[src/rtl/layer0_feature_packer.sv]
// Input stage for the layer-0 LUT neurons: quantizes signed samples by shift and saturation,
// packs NUM_FEAT features per frame, and holds the packed vector behind a valid/ready handshake.
//
// state | meaning
// FILL  | accepting samples into acc; a complete frame goes to the output register when it is free
// HOLD  | complete frame parked in acc; waiting for the downstream to consume the current vector
module layer0_feature_packer #(
    parameter int NUM_FEAT = 16,
    parameter int S_W      = 16,
    parameter int IN_BITS  = 2,
    parameter int SHIFT    = 8
) (
    input  logic                         clk,
    input  logic                         rst_n,
    input  logic                         s_valid,
    output logic                         s_ready,
    input  logic [S_W-1:0]               s_data,
    input  logic                         s_last,
    output logic                         m_valid,
    input  logic                         m_ready,
    output logic [NUM_FEAT*IN_BITS-1:0]  m_data,
    output logic                         err_pulse,
    output logic [7:0]                   drop_cnt
);

    localparam int VEC_W    = NUM_FEAT * IN_BITS;
    localparam int CNT_W    = $clog2(NUM_FEAT);
    localparam int LAST_LSB = (NUM_FEAT - 1) * IN_BITS;
    localparam logic [CNT_W-1:0]        LAST  = CNT_W'(NUM_FEAT - 1);
    localparam logic signed [S_W-1:0]   Q_MAX = S_W'(2 ** (IN_BITS - 1) - 1);
    localparam logic signed [S_W-1:0]   Q_MIN = S_W'(-(2 ** (IN_BITS - 1)));

    typedef enum logic {FILL, HOLD} state_t;

    state_t                  state;
    logic [CNT_W-1:0]        cnt;
    logic [VEC_W-1:0]        acc;
    logic [VEC_W-1:0]        full_vec;
    logic signed [S_W-1:0]   shifted;
    logic [IN_BITS-1:0]      q;
    logic                    accept;
    logic                    out_free;
    logic                    drop;

    always_comb begin
        shifted = $signed(s_data) >>> SHIFT;
        if (shifted > Q_MAX)
            q = Q_MAX[IN_BITS-1:0];
        else if (shifted < Q_MIN)
            q = Q_MIN[IN_BITS-1:0];
        else
            q = shifted[IN_BITS-1:0];
    end

    always_comb begin
        full_vec = acc;
        full_vec[LAST_LSB +: IN_BITS] = q;
    end

    assign s_ready  = rst_n && (state == FILL);
    assign accept   = s_valid && s_ready;
    assign out_free = !m_valid || m_ready;
    // A frame is bad when s_last does not coincide with the final slot (short or long).
    assign drop     = accept && ((cnt == LAST) != s_last);

    always_ff @(posedge clk) begin
        if (!rst_n) begin
            state     <= FILL;
            cnt       <= '0;
            acc       <= '0;
            m_valid   <= 1'b0;
            m_data    <= '0;
            err_pulse <= 1'b0;
            drop_cnt  <= 8'd0;
        end else begin
            err_pulse <= drop;
            if (drop && drop_cnt != 8'hFF)
                drop_cnt <= drop_cnt + 8'd1;
            if (m_valid && m_ready)
                m_valid <= 1'b0;

            case (state)
                FILL: begin
                    if (accept) begin
                        acc[cnt*IN_BITS +: IN_BITS] <= q;
                        if (drop) begin
                            cnt <= '0;
                        end else if (cnt != LAST) begin
                            cnt <= cnt + 1'b1;
                        end else if (out_free) begin
                            m_data  <= full_vec;
                            m_valid <= 1'b1;
                            cnt     <= '0;
                        end else begin
                            state <= HOLD;
                        end
                    end
                end
                HOLD: begin
                    if (m_valid && m_ready) begin
                        m_data  <= acc;
                        m_valid <= 1'b1;
                        cnt     <= '0;
                        state   <= FILL;
                    end
                end
                default: state <= FILL;
            endcase
        end
    end

endmodule

[config.mk]
export PLATFORM = sky130hd
export DESIGN_NAME = layer0_feature_packer
export DESIGN_NICKNAME = d
export VERILOG_FILES = /design/src/rtl/layer0_feature_packer.sv
export SDC_FILE = /design/constraint.sdc
export NUM_CORES = 1
export LEC_CHECK = 0
export CAP_MARGIN = 10
export CORE_ASPECT_RATIO = 0.6
export CORE_MARGIN = 8
export CORE_UTILIZATION = 49
export CTS_BUF_LIST = sky130_fd_sc_hd__clkbuf_2
export DETAILED_ROUTE_END_ITERATION = 10
export GPL_ROUTABILITY_DRIVEN = 0
export MAX_ROUTING_LAYER = met4
export PLACE_DENSITY = 0.9
export SETUP_SLACK_MARGIN = 0.4
export SLEW_MARGIN = 20
export SYNTH_ARGS = -nofsm -noshare
export SYNTH_HDL_FRONTEND = slang
export SYNTH_SLANG_ARGS = --single-unit
[constraint.sdc]
create_clock -name clk -period 2.3 [get_ports clk]
set_clock_uncertainty 0.2 [all_clocks]
set_input_delay 0.345 -clock clk [delete_from_list [all_inputs] [get_ports clk]]
set_output_delay 0.345 -clock clk [all_outputs]
set_load 0.01 [all_outputs]
==> results.tsv <==
metric	value	unit
outcome	finished, final reports clean	
crit path launch type	flop	
final clock period utilization by the worst path	93.4	%
Num CTS Buffers	9	
synth unique cells	50	
Vias	3555	
Die Footprint	10400	um^2
finished layout cell area	5020	um^2
number of global-route vias before repair	3427	
mapped cell area	3570	um^2
Net Count, Synth	429	
post-synthesis sequential area ratio	44.4	%
antenna violations before repair	0	
CTS Hold Bufs	0	
core area	7150	um^2
Worst Setup Path Type	flop to flop	
Initial DRC Count	431	
All-Layer GR Usage	21.5	%
Max VDD drop	0.375	mV
TritonCTS clock tree	yes	
clk buf depth	2	
first-pass GRT wire length	17.1	mm
Post-synth top flop	dfxtp_1	
ant diodes	0	
total of max-cap violations	0	
H-tree levels	3	
clk_lat worst skew	0.54	ns
fraction of registers with async set/reset	0	%
Yosys top cell by area	dfxtp_1	
Setup TNS Final	0	ns
Slew Limit Fails	0	
TritonRoute pass-1 iters	7	
number of synthesized register bits	79	
vias per inst	5.96	
synthesized area per cell	8.83	um^2
commonest non-fill, non-tap cell in the layout	nand2_1	
Power Density	446	nW/um^2
Post-DP Area	4360	um^2
layout cells sized above 1	28.7	%
final wirelength	11.4	mm
Post-DP HPWL	6.99	mm
synth-to-layout area growth	40.8	%
Leak	2.10	nW
Final #Nets	526	
slew margin rel.	61.3	%
DIE WIDTH	126	um
Final Setup Violations	0	
yosys warns	0	
residual DRC count	0	
post-synth top area share	44.4	%
Post-synth EDFFs	0	
worst-path fanout max	7	
Max Fclk	466	MHz
IO Port Bufs	55	
unrepaired setup endpoints after global routing	yes	
Arr. time, crit path	2.44	ns
global route overflow	0	
Least-Margin Pin Slew	0.578	ns
Post-Synthesis Cells	404	
Clk pin slew, worst setup/hold paths	0.22	ns
most frequent cells in the layout	nand2_1 (77), dfxtp_1 (57), mux2i_1 (52), buf_4 (42), dlygate4sd2_1 (40)	
Hold/Removal Path Class	primary input to flop	
CP Capture Type	flop	
I/O pin total	64	
Routed wire per std cell	19.1	um
die height	82.1	um
CP required	2.59	ns
clock root cell	clkbuf_2	
top cells by area, synth	dfxtp_1 (44%), mux2i_1 (15%), nand2_1 (8.5%), a21oi_1 (3.2%), nand3_1 (2.7%)	
Clock Sinks	79	
largest net degree at the start of global routing	34	
Initial Util	49.9	%
post-route ant nets	0	
Final min period	2.15	ns
num rows	24	
Hold Vio Cnt, Final	0	
## flip-flops by register name, summed over array words and instances, names as in the netlist
name,flops
drop_cnt,8
m_data,32
acc,32
state,1
cnt,4
err_pulse,1
m_valid,1
## worst paths after layout
| kind | slack, ns | end | from | cells after the start |
|---|---|---|---|---|
| hold reg to reg | 0.27 | drop_cnt[0] | drop_cnt[0] | 1 |
| hold / removal | 0.13 | m_data[12] | rst_n | 4 |
| setup / recovery | 0.15 | acc[17] | cnt[1] | 8 |
| setup reg to reg | 0.15 | acc[17] | cnt[1] | 8 |
## cell usage after synthesis (3+ instances only)
cell type  number
nand2_1        81
dfxtp_1        79
mux2i_1        52
a21oi_1        23
nand3_1        19
o21ai_1        17
nor2_1         16
clkbuf_1       15
nand4_1        10
o21ai_0         8
a31oi_1         5
and3_1          5
inv_1           5
ha_1            4
nor2b_1         4
o211ai_1        4
a211oi_1        3
and2_1          3
buf_2           3
nand2b_1        3
nor3_1          3
## cell type report
cell class              count  area, um^2
inverters                   7        31.3
fillers                   517        2120
clock inverters             4        23.8
multi-input cells         295        2180
flip-flops and latches     79        1630
well taps                  91         114
repair buffers            109         987
clock buffers              11        55.1
## kinds of logic (layout without fill, tap and decap cells)
logic type / Yosys count / count (layout) / share of synthesized area, %
flops: 79 / 79 / 44.4
fa+ha+maj: 4 / 4 / 1.40
mux: 52 / 52 / 14.6
xor+xnor: 3 / 3 / 0.737
simple gates: 164 / 164 / 22.7
compound gates: 72 / 72 / 12.3
buf+inv: 30 / 131 / 3.96
## through the flow
step	instances	power, mW	hold slack (ns)	util [%]	worst slack [ns]
final	596	2.24	0.128	70.3	0.153
after global routing	596	2.33	0.0981	70.3	0.0988
after CTS	588	2.21	0.0587	66.8	0.209
after global placement	554	1.58	0.242	61.0	0.105
after floorplan	404	1.52	0.232	-	0.0795
after detailed placement	554	1.59	0.254	61.0	0.0639
## power breakdown
part	internal, mW	total [mW]	switching [mW]
Combinational	0.111	0.255	0.143
Sequential	1.37	1.38	0.00675
Clock	0.139	0.607	0.468
## critical path: stages, from the launching register on
cell      delay [ns]
dfxtp_4         0.43
inv_4           0.04
ha_4            0.18
buf_6           0.13
and3b_2         0.24
o211ai_1        0.36
buf_4           0.27
o21ai_1         0.09
a21oi_1         0.15
## metal layers
layer,share of wire [%],vias to the layer above,routed length (um),track usage (%)
met5,0,-,0,-
met3,9.3,31,1060,7.32
met1,41,1689,4690,24.8
met2,48,201,5450,35.4
li1,-,1634,-,-
met4,1.8,0,204,5.84
## what timing repair did
item,in CTS,in global routing
setup buffers,18,8
pin swaps,15,14
endpoints found under the setup margin,116,76
gates cloned,1,0
resized for setup,108,38
Power figures use the tool's default switching activity.
